===== config.mk =====
export PLATFORM = sky130hd
export DESIGN_NAME = cu_rf_scoreboard
export DESIGN_NICKNAME = d
export VERILOG_FILES = /design/src/rtl/cu_rf_scoreboard.sv
export SDC_FILE = /design/constraint.sdc
export NUM_CORES = 1
export LEC_CHECK = 0
export ABC_CLOCK_PERIOD_IN_PS = 2800
export CORE_UTILIZATION = 40
export DETAILED_ROUTE_END_ITERATION = 6
export RECOVER_POWER = 50
export SETUP_SLACK_MARGIN = 0.02
export SYNTH_ARGS = -nofsm -noshare
export SYNTH_HDL_FRONTEND = slang
export SYNTH_SLANG_ARGS = --single-unit
export TNS_END_PERCENT = 50

===== constraint.sdc =====
create_clock -name clk -period 2.8 [get_ports clk]
set_clock_uncertainty 0.15 [all_clocks]
set_input_delay 0.28 -clock clk [delete_from_list [all_inputs] [get_ports clk]]
set_output_delay 0.28 -clock clk [all_outputs]
set_load 0.05 [all_outputs]

===== src/rtl/cu_rf_scoreboard.sv =====
// Register file with busy/pending scoreboard, bus-connect write port and per-FU result arbitration.
// Optional forwarding of the register being written this cycle: define CU_RF_BYPASS_EN.
module cu_rf_scoreboard #(
  parameter int RF_DATASIZE   = 16,
  parameter int ADDRESS_WIDTH = 4,
  parameter int NUM_FU        = 3
) (
  input  logic                          clk,
  input  logic                          reset,
  input  logic                          ps_iss_vld,
  input  logic [NUM_FU-1:0]             ps_iss_fu,
  input  logic [ADDRESS_WIDTH-1:0]      ps_raddx,
  input  logic [ADDRESS_WIDTH-1:0]      ps_raddy,
  input  logic [ADDRESS_WIDTH-1:0]      ps_wadd,
  output logic                          cu_ps_stall,
  output logic                          cu_ps_idle,
  output logic [RF_DATASIZE-1:0]        xb_dtx,
  output logic [RF_DATASIZE-1:0]        xb_dty,
  input  logic [NUM_FU-1:0]             fu_xb_vld,
  input  logic [NUM_FU*RF_DATASIZE-1:0] fu_xb_dt,
  output logic [NUM_FU-1:0]             xb_fu_rdy,
  input  logic                          ps_bc_wen,
  input  logic [ADDRESS_WIDTH-1:0]      ps_bc_wadd,
  input  logic [RF_DATASIZE-1:0]        bc_dt,
  output logic                          xb_bc_rdy
);

  localparam int DEPTH = 2 ** ADDRESS_WIDTH;

  logic [RF_DATASIZE-1:0]   regs      [DEPTH];
  logic [DEPTH-1:0]         busy;
  logic [NUM_FU-1:0]        pending;
  logic [ADDRESS_WIDTH-1:0] pend_addr [NUM_FU];

  logic                     bc_acc;
  logic [NUM_FU-1:0]        fu_grant;
  logic                     wr_en;
  logic [ADDRESS_WIDTH-1:0] wr_addr;
  logic [RF_DATASIZE-1:0]   wr_data;
  logic [DEPTH-1:0]         busy_eff;
  logic [DEPTH-1:0]         busy_next;
  logic [NUM_FU-1:0]        pending_next;
  logic                     fu_onehot;
  logic                     pend_sel;
  logic                     issue_acc;

  assign bc_acc    = ps_bc_wen & ~busy[ps_bc_wadd];
  assign xb_bc_rdy = bc_acc;

  // Single write port: bus-connect first, else the lowest-index FU holding a real result.
  always_comb begin
    fu_grant = '0;
    wr_en    = 1'b0;
    wr_addr  = '0;
    wr_data  = '0;
    if (bc_acc) begin
      wr_en   = 1'b1;
      wr_addr = ps_bc_wadd;
      wr_data = bc_dt;
    end else begin
      for (int i = NUM_FU - 1; i >= 0; i--) begin
        if (fu_xb_vld[i] && pending[i]) begin
          fu_grant    = '0;
          fu_grant[i] = 1'b1;
          wr_en       = 1'b1;
          wr_addr     = pend_addr[i];
          wr_data     = fu_xb_dt[i*RF_DATASIZE +: RF_DATASIZE];
        end
      end
    end
  end

  // Results from an FU with nothing outstanding are acknowledged and dropped.
  assign xb_fu_rdy = fu_grant | (fu_xb_vld & ~pending);

`ifdef CU_RF_BYPASS_EN
  logic [DEPTH-1:0] wr_mask;

  always_comb begin
    wr_mask          = '0;
    wr_mask[wr_addr] = wr_en;
    busy_eff         = busy & ~wr_mask;
    xb_dtx           = (wr_en && (wr_addr == ps_raddx)) ? wr_data : regs[ps_raddx];
    xb_dty           = (wr_en && (wr_addr == ps_raddy)) ? wr_data : regs[ps_raddy];
  end
`else
  always_comb begin
    busy_eff = busy;
    xb_dtx   = regs[ps_raddx];
    xb_dty   = regs[ps_raddy];
  end
`endif

  assign fu_onehot = (ps_iss_fu != '0) && ((ps_iss_fu & (ps_iss_fu - NUM_FU'(1))) == '0);
  assign pend_sel  = |(pending & ps_iss_fu);

  assign cu_ps_stall = ps_iss_vld & (busy_eff[ps_raddx] | busy_eff[ps_raddy] |
                                     busy_eff[ps_wadd] | pend_sel | ~fu_onehot);
  assign issue_acc   = ps_iss_vld & ~cu_ps_stall;
  assign cu_ps_idle  = ~(|busy) & ~(|pending);

  // A new issue's busy set is applied after the writeback clear so it wins on the same address.
  always_comb begin
    busy_next = busy;
    if (|fu_grant) busy_next[wr_addr] = 1'b0;
    if (issue_acc) busy_next[ps_wadd] = 1'b1;
    pending_next = (pending & ~fu_grant) | (issue_acc ? ps_iss_fu : '0);
  end

  always_ff @(posedge clk or negedge reset) begin
    if (!reset) begin
      for (int i = 0; i < DEPTH; i++) regs[i] <= '0;
      for (int i = 0; i < NUM_FU; i++) pend_addr[i] <= '0;
      busy    <= '0;
      pending <= '0;
    end else begin
      if (wr_en) regs[wr_addr] <= wr_data;
      for (int i = 0; i < NUM_FU; i++) begin
        if (issue_acc && ps_iss_fu[i]) pend_addr[i] <= ps_wadd;
      end
      busy    <= busy_next;
      pending <= pending_next;
    end
  end

endmodule


## Word level (Yosys, flattened, before mapping)

Index checks and enable logic that the tools add are counted.

- Add/sub/neg operators: 1
- Magnitude comparators: 11
- Muxes and demuxes: 40
- Bitwise gates (word level): 27
- Reduce and logical (&&, ||, !) cells: 16

Operator list:

| operator | number |
|---|---|
| bitwise mux 256 bit | 1 |
| 2-to-1 mux 16 bit | 11 |
| binary-select mux 16 bit (select 4 bit) | 2 |
| demux 16 bit (select 4 bit) | 1 |
| less-than comparator 4 x 5 -> 1 bit (second input constant) | 5 |
| bitwise AND 16 bit | 1 |
| binary-select mux 1 bit (select 4 bit) | 4 |
| 2-to-1 mux 4 bit | 4 |
| NOT 16 bit | 1 |
| bitwise OR 16 bit | 1 |
| OR reduction 16 bit | 1 |
| greater-or-equal comparator 5 bit (second input constant) | 3 |
| 2-to-1 mux 3 bit | 5 |
| NOT 4 -> 5 bit | 3 |
| bitwise AND 3 bit | 4 |
| logical AND 1 bit | 10 |
| 2-to-1 mux 1 bit | 10 |
| OR reduction 3 bit | 3 |
| demux 1 bit (select 4 bit) | 2 |
| greater-or-equal comparator 4 x 1 -> 1 bit (second input constant) | 2 |
| NOT 3 bit | 2 |
| bitwise OR 3 bit | 2 |
| less-than comparator 5 x 1 -> 1 bit (second input constant) | 1 |
| NOT 1 bit | 5 |
| 5 further kinds | 11 |

- Flip-flop bits (word level): 287
- Input port bits: 90
- Output and inout bits: 38

## Logic depth before layout (Yosys ltp)

Gate-level depths: netlist of the first run.

- Depth in word-level cells: 14
- Depth in mapped cells: 11

## Least setup slack after synthesis of the first run

Ideal clock, no wire load.

- Kind: input-to-output
- From: input port ps_bc_wadd[0]
- To: output port xb_fu_rdy[0]
- Arrival: 3.267 ns
- Setup slack: -0.897 ns
- Stages on the path: 9
- Cells stage by stage: buf_4 > mux4_2 > nor2b_1 > o41a_1 > buf_6 > nand2_1 > clkbuf_1 > inv_1 > a21boi_0

- Cells in the longest elaborated chain, start to end: 6

Ends and longest elaborated chain:

| element | line | RTL |
|---|---|---|
| start, declared | 23 | `input logic [ADDRESS_WIDTH-1:0] ps_bc_wadd,` |
| binary-select mux 1 bit (select 4 bit) | 47 | `assign bc_acc = ps_bc_wen & ~busy[ps_bc_wadd];` |
| 2-to-1 mux 1 bit (implied by the code) | 47 |  |
| NOT 1 bit | 47 |  |
| bitwise AND 1 bit | 47 |  |
| named net xb_bc_rdy | 25 | `output logic xb_bc_rdy` |
| 2-to-1 mux 3 bit | 56 | `if (bc_acc) begin` |
| bitwise OR 3 bit | 74 | `assign xb_fu_rdy = fu_grant \| (fu_xb_vld & ~pending);` |
| end, declared | 21 | `output logic [NUM_FU-1:0] xb_fu_rdy,` |

The timed path passes the listed nets, and every way through them passes these cells. The select of a mux whose other input is x is not followed.

## Final worst setup path of the first run

- From: register busy[14]
- To: output port cu_ps_stall

- Cells in the longest elaborated chain, start to end: 7

Ends and longest elaborated chain:

| element | line | RTL |
|---|---|---|
| start, declared | 31 | `logic [DEPTH-1:0] busy;` |
| start signal, assigned | 121 | `busy <= busy_next;` |
| binary-select mux 1 bit (select 4 bit) | 97 | `assign cu_ps_stall = ps_iss_vld & (busy_eff[ps_raddx] \| busy_eff[ps_raddy] \|` |
| 2-to-1 mux 1 bit (implied by the code) | 97 |  |
| bitwise OR 1 bit | 97 |  |
| bitwise OR 1 bit * | 97 |  |
| bitwise OR 1 bit * (2 in a row) | 98 | `busy_eff[ps_wadd] \| pend_sel \| ~fu_onehot);` |
| bitwise AND 1 bit * | 97 |  |
| end, declared | 15 | `output logic cu_ps_stall,` |

Every way passes the cells marked *; elsewhere a longest branch is shown, timed or not. The select of a mux whose other input is x is not followed.

==> results of run 1 <==
## final timing paths
| kind | startpoint | endpoint | slack, ns | cells after the start |
|---|---|---|---|---|
| worst max-delay path | busy[14] | cu_ps_stall | -0.29 | 6 |
| worst min-delay path | fu_xb_vld[0] | pending[0] | 0.32 | 4 |
| worst max register to register | busy[7] | regs[24] | -0.24 | 12 |
| worst min register to register | pend_addr[11] | pend_addr[11] | 0.35 | 1 |
| max in group asynchronous | reset | regs[229] | 0.33 | 4 |
| min in group asynchronous | reset | pend_addr[6] | 0.49 | 3 |
## cells in the mapped netlist, types with 3 or more instances
library cell	instances
o21ai_0	17
a211o_1	3
o22ai_2	11
clkbuf_1	30
buf_2	30
mux2_2	251
buf_1	21
and2_1	5
nand2_1	16
nor2_1	6
nor3_1	19
a211oi_2	3
nand2b_1	3
buf_6	12
a222oi_1	16
mux2_1	14
and3_1	6
nor4_1	7
o2bb2ai_1	10
a21o_1	4
mux2_4	4
dfrtp_1	287
nor2b_1	7
inv_1	5
a21oi_1	20
o31ai_1	7
o211ai_1	3
mux4_2	177
buf_4	4
nand3_1	7
mux2i_1	4
## layout make-up
class | count | area (um2) | area share, %
Inverter | 5 | 21.3 | 0.0978
Multi-Input combinational cell | 660 | 9360 | 43.0
Sequential cell | 287 | 7190 | 33.0
Clock inverter | 17 | 206 | 0.949
Tap cell | 525 | 657 | 3.02
Timing Repair Buffer | 322 | 3450 | 15.8
Clock buffer | 39 | 886 | 4.07
## sequential cells by signal, summed over array words and instances, names as in the netlist
signal     count
regs         256
pend_addr     12
busy          16
pending        3
## stage by stage
step,cell area [um2],instances,TNS (ns)
2_1_floorplan,16400,1049,-2.38
3_3_place_gp,19300,1758,-162.15
3_5_place_dp,19300,1758,-172.65
4_1_cts,21600,1852,-45.25
5_1_grt,21800,1855,-66.77
6_report,21800,1855,-43.28
## worst max-delay path, cell delays in order, from the launching register on
cell and delay (ns):
dfrtp_1 0.46, mux4_2 0.50, mux4_2 0.50, nor4_2 0.26, buf_4 0.16, nor2b_1 0.05, buf_6 0.15
## power groups by stage
stage / clock [uW] / sequential [uW] / combinational [uW]
final: 4370 / 7600 / 10700
after global routing: 4610 / 7850 / 11200
after CTS: 4450 / 7520 / 10500
after detailed placement: 0 / 7560 / 9490
after global placement: 0 / 7430 / 9340
after floorplan: 0 / 7060 / 6400
## repair_timing
item                                   4_1_cts  5_1_grt
gates resized for setup                    162       60
pin swaps                                   15        5
cloned                                       6        0
hold buffers                                 3        0
endpoints found under the hold margin      287        0
setup buffers                               38        4
setup endpoints to repair                  285      292
## cell families after synthesis
logic type,count (synthesis),synth area share (%)
flip-flops,287,44.0
buffers and inverters,103,3.25
AO/OA/AOI/OAI,121,6.36
AND/OR/NAND/NOR,88,3.06
multiplexers,450,43.3
## routing by layer
layer  part of all wire (%)  vias up
met5                      0        -
met4                    2.7        0
met3                    6.4       75
met2                     48      401
met1                     43     6045
li1                       -     4755
==> flow_summary_export.csv, run 1 <==
group,metric,value,unit
yosys,synth_seq_area_share,44.0,%
timing,maxSlewHeadroom,-3.23,%
timing,fmax,323,MHz
run_status,status,"complete, but fails checks",
global_routing,grt_pass1_wl,75600,um
clock_tree,clkLatencyLatePin,0.58,ns
power_and_ir_drop,power_density,1040,nW/um2
yosys,synth.distinct_cells,63,
floorplanning,start_util,40.8,%
setup_path,worstPathRequired,2.37,ns
global_routing,grt_antenna_before_repair,0,
clock_tree,cts_htree_levels,1,
timing,period_share,110,%
yosys,ys.flop_type,"dfrtp_1",
route,drt_pre_antenna_iters,5,
setup_path,cp-end-kind,"output port",
yosys,ys.warnings.count,0,
route,initialDrtViolationCount,888,
layout,finish.utilization,54.4,%
setup_path,worstPathArrival,2.66,ns
yosys,synth.avg_cell_area,15.6,um2
global_routing,grt.met1_usage,33.1,%
timing,rsz0062_at_grt,"true",
clock_tree,cts-root-buf,"clkbuf_16",
timing,layout_setup_ws,-0.292,ns
power_and_ir_drop,p_leak,0.00950,uW
clock_tree,cts_buffer_depth,3,
yosys,synth_edf_count,0,
global_routing,met3_usage,3.62,%
route,wl_per_cell,27.0,um
power_and_ir_drop,p_sw,7770,uW
power_and_ir_drop,power,22700,uW
layout,final_common_cell,"dfrtp_1",
layout,areaGrowthSynthToFinish,33.3,%
yosys,ys_ff_latch,287,
setup_path,crit_type,"reg -> out",
yosys,synth_area,16300,um2
timing,drv_slew,61,
placed_design,routabilityCongestion,0.858,
timing,holdWs,0.317,ns
floorplanning,ios,128,
global_routing,gr-max-usage-layer,"met2",
clock_tree,tritoncts,"done",
floorplanning,core,40000,um2
clock_tree,clock_sinks,287,
layout,layout-drive-gt1-share,59.6,%
yosys,syn-num-nets,1139,
route,viasPerCell,6.08,
global_routing,grt_use_met2,40.6,%
power_and_ir_drop,clock_power_share,19.3,%
run,cap_viol_max_count,1,
power_and_ir_drop,p_int,14900,uW
setup_path,cp-start-kind,"flip-flop",
global_routing,track_usage,24.4,%
power_and_ir_drop,seq_power_share,33.5,%
layout,final_cell_mix,"dfrtp_1, mux4_2, buf_4",
floorplanning,rows,73,
yosys,ys_async_sr_fraction,100,%
power_and_ir_drop,p_sw_share,34.3,%
clock_tree,clkTransAtPathRegs,0.06,ns
layout,num-nets-final,1396,
run_status,violations,"capacitance limit, slew limit, setup timing",
global_routing,grt_pass1_vias,11980,
route,drc,0,
timing,final.min_clock_period,3.09,ns
timing,worst_pin_slew,1.55,ns
floorplanning,design.die.area,41600,um2
clock_tree,cts_made_buffers,30,
global_routing,gr-total-overflow,0,
route,via_count,11276,
placed_design,pre_cts_ws,-0.716,ns
layout,n_antenna_cell,0,
worst_hold_path,hp-class,"in -> reg",
yosys,synth_top_area_share,44.0,%
yosys,yosysTopAreaCell,"dfrtp_1",
yosys,synthTopCellsByArea,"dfrtp_1, mux4_2, mux2_2",
layout,n_fill_cell,3226,
route,ant_nets,0,
floorplanning,die_width,204,um
yosys,netlist_instances,1049,
timing,setup_viol,290,
floorplanning,die_height,204,um
global_routing,grt_max_degree,74,
route,drt_wl_total,50100,um
power_and_ir_drop,comb_power_share,47.2,%
timing,hold_viol_final,0,
placed_design,hpwl,31000,um
power_and_ir_drop,ir_drop,581,uV
placed_design,io_buffers,127,
setup_path,worst-path-max-fanout,6,
Note: power is estimated with default switching activity, not from simulation.
==> run 2: changes to the inputs <==
Settings changed: ABC_CLOCK_PERIOD_IN_PS 2800 to 3560.
Clock period 2.8 ns to 3.56 ns, I/O delays scaled along.
==> flow_summary_export.csv, run 2 (synthesis gave the netlist of run 1 again) <==
group,metric,value,unit
placed_design,pre_cts_ws,-0.0383,ns
setup_path,max_stage_delay,0.61,ns
clock_tree,clock_sinks,287,
timing,worst_pin_slew,2.05,ns
timing,tns,0,ns
global_routing,grt_max_degree,84,
setup_path,cp-end-kind,"output port",
floorplanning,core,40000,um2
route,via_count,10678,
floorplanning,design.die.area,41600,um2
floorplanning,die_height,204,um
global_routing,track_usage,22.6,%
setup_path,cp_common_cell,"buf_4",
placed_design,io_buffers,127,
run,cap_viol_max_count,1,
floorplanning,ios,128,
run_status,violations,"capacitance limit, slew limit",
clock_tree,cts-root-buf,"clkbuf_16",
route,ant_nets,0,
clock_tree,cts_buffer_depth,3,
route,viasPerCell,6.08,
route,wl_per_cell,26.0,um
setup_path,worstPathCellList,"clkdlybuf4s50_1 > buf_4 > buf_4 > mux2i_1 > a2bb2oi_1 > nand3_2 > buf_4 > nand2_1 > nand2_1 > a21boi_0 > buf_4",
timing,layout_setup_ws,0.198,ns
timing,rsz0062_at_grt,"false",
clock_tree,cts_htree_levels,1,
route,drc,0,
floorplanning,rows,73,
placed_design,routabilityCongestion,0.869,
global_routing,grt_pass1_vias,11226,
worst_hold_path,hold_depth,1,
placed_design,dpl_cell_area,18800,um2
setup_path,worstPathRequired,3.05,ns
clock_tree,post_cts_buffers,0,
power_and_ir_drop,ir_drop,424,uV
worst_hold_path,hp-class,"reg -> reg",
setup_path,worst-path-max-fanout,8,
placed_design,hpwl,29800,um
clock_tree,tritoncts,"done",
power_and_ir_drop,power_density,822,nW/um2
run_status,status,"complete, but fails checks",
route,drt_pre_antenna_iters,5,
setup_path,crit_type,"in -> out",
layout,num-nets-final,1298,
setup_path,crit_path_top_delay_cell,"clkdlybuf4s50_1",
floorplanning,start_util,40.8,%
floorplanning,die_width,204,um
clock_tree,cts_made_buffers,31,
route,drt_wl_total,45700,um
setup_path,rr_worst_depth,8,
timing,period_share,94.4,%
global_routing,grt_pass1_wl,70200,um
timing,hold_viol_final,0,
global_routing,gr-total-overflow,0,
setup_path,worstPathArrival,2.86,ns
power_and_ir_drop,p_leak,0.00843,uW
timing,fmax,297,MHz
layout,largest-register,"regs",
timing,final.min_clock_period,3.36,ns
layout,fin_area,19800,um2
timing,drv_slew,73,
layout,largest_reg_flops,256,
global_routing,grt_antenna_before_repair,1,
timing,setup_viol,0,
setup_path,cp-start-kind,"input pin",
layout,layout-drive-gt1-share,52.8,%
layout,final_cell_mix,"dfrtp_1, mux2_2, mux4_2",
layout,n_antenna_cell,0,
layout,areaGrowthSynthToFinish,21.3,%
clock_tree,clkTransAtPathRegs,0.06,ns
layout,final_common_cell,"dfrtp_1",
clock_tree,clkLatencyLatePin,0.57,ns
timing,maxSlewHeadroom,-36.6,%
route,initialDrtViolationCount,793,
layout,top_regs,"regs: 256 flops, busy: 16 flops, pend_addr: 12 flops",
==> run 2: cell types whose count changed in the layout (fill, tap and decap cells not counted), sizes merged, moves of 2 or more <==
cell,delta
buf,-112
clkbuf,+20
clkinv,-2
inv,-2
==> run 2: layout make-up <==
class / count / area [um2]
clock inverters: 14 / 208
flip-flops and latches: 287 / 7180
inverters: 5 / 18.8
fillers: 3394 / 20200
clock buffers: 43 / 891
well taps: 525 / 657
repair buffers: 224 / 2190
multi-input cells: 659 / 8650
==> run 2: worst max-delay path, delay by kind of cell <==
kind            cells  cell delay (ns)
compound gates      2             0.54
mux                 1             0.08
buf+inv             5             1.38
simple gates        3             0.48
==> run 2: routing by layer <==
layer | track usage, % | wire (um) | vias up
met5 | 0 | 0 | -
met4 | 8.56 | 1590 | 0
met3 | 3.32 | 2560 | 78
met2 | 36.8 | 21900 | 341
met1 | 30.6 | 19600 | 5696
li1 | - | - | 4563
==> run 2: where the power goes <==
group          switching (uW)  internal [uW]  total, uW
clock network            1330           2110       3430
logic                    3140           3770       6900
registers                1140           4800       5940
==> run 2: path summary, 6_finish.rpt <==
path,endpoint,slack (ns),start
max,xb_fu_rdy[2],0.20,ps_bc_wadd[0]
min,pend_addr[10],0.36,pend_addr[10]
max reg2reg,regs[136],0.53,busy[2]
min reg2reg,pend_addr[10],0.36,pend_addr[10]
max in group asynchronous,regs[96],0.66,reset
min in group asynchronous,busy[9],0.75,reset
==> run 2: through the flow <==
step,hold WS (ns),utilization [%],std cells,power [uW]
after floorplan,-0.0896,-,1049,10600
after global placement,0.229,46.9,1699,12800
after detailed placement,0.227,46.9,1699,13000
after CTS,0.227,49.7,1757,16500
after global routing,0.373,49.5,1757,17100
final,0.356,49.5,1757,16300
==> run 2: repair_timing <==
| item | CTS | global route |
|---|---|---|
| hold buffers | 1 | 0 |
| gates resized for setup | 0 | 2 |
| endpoints found under the hold margin | 70 | 0 |
| setup endpoints to repair | 0 | 2 |
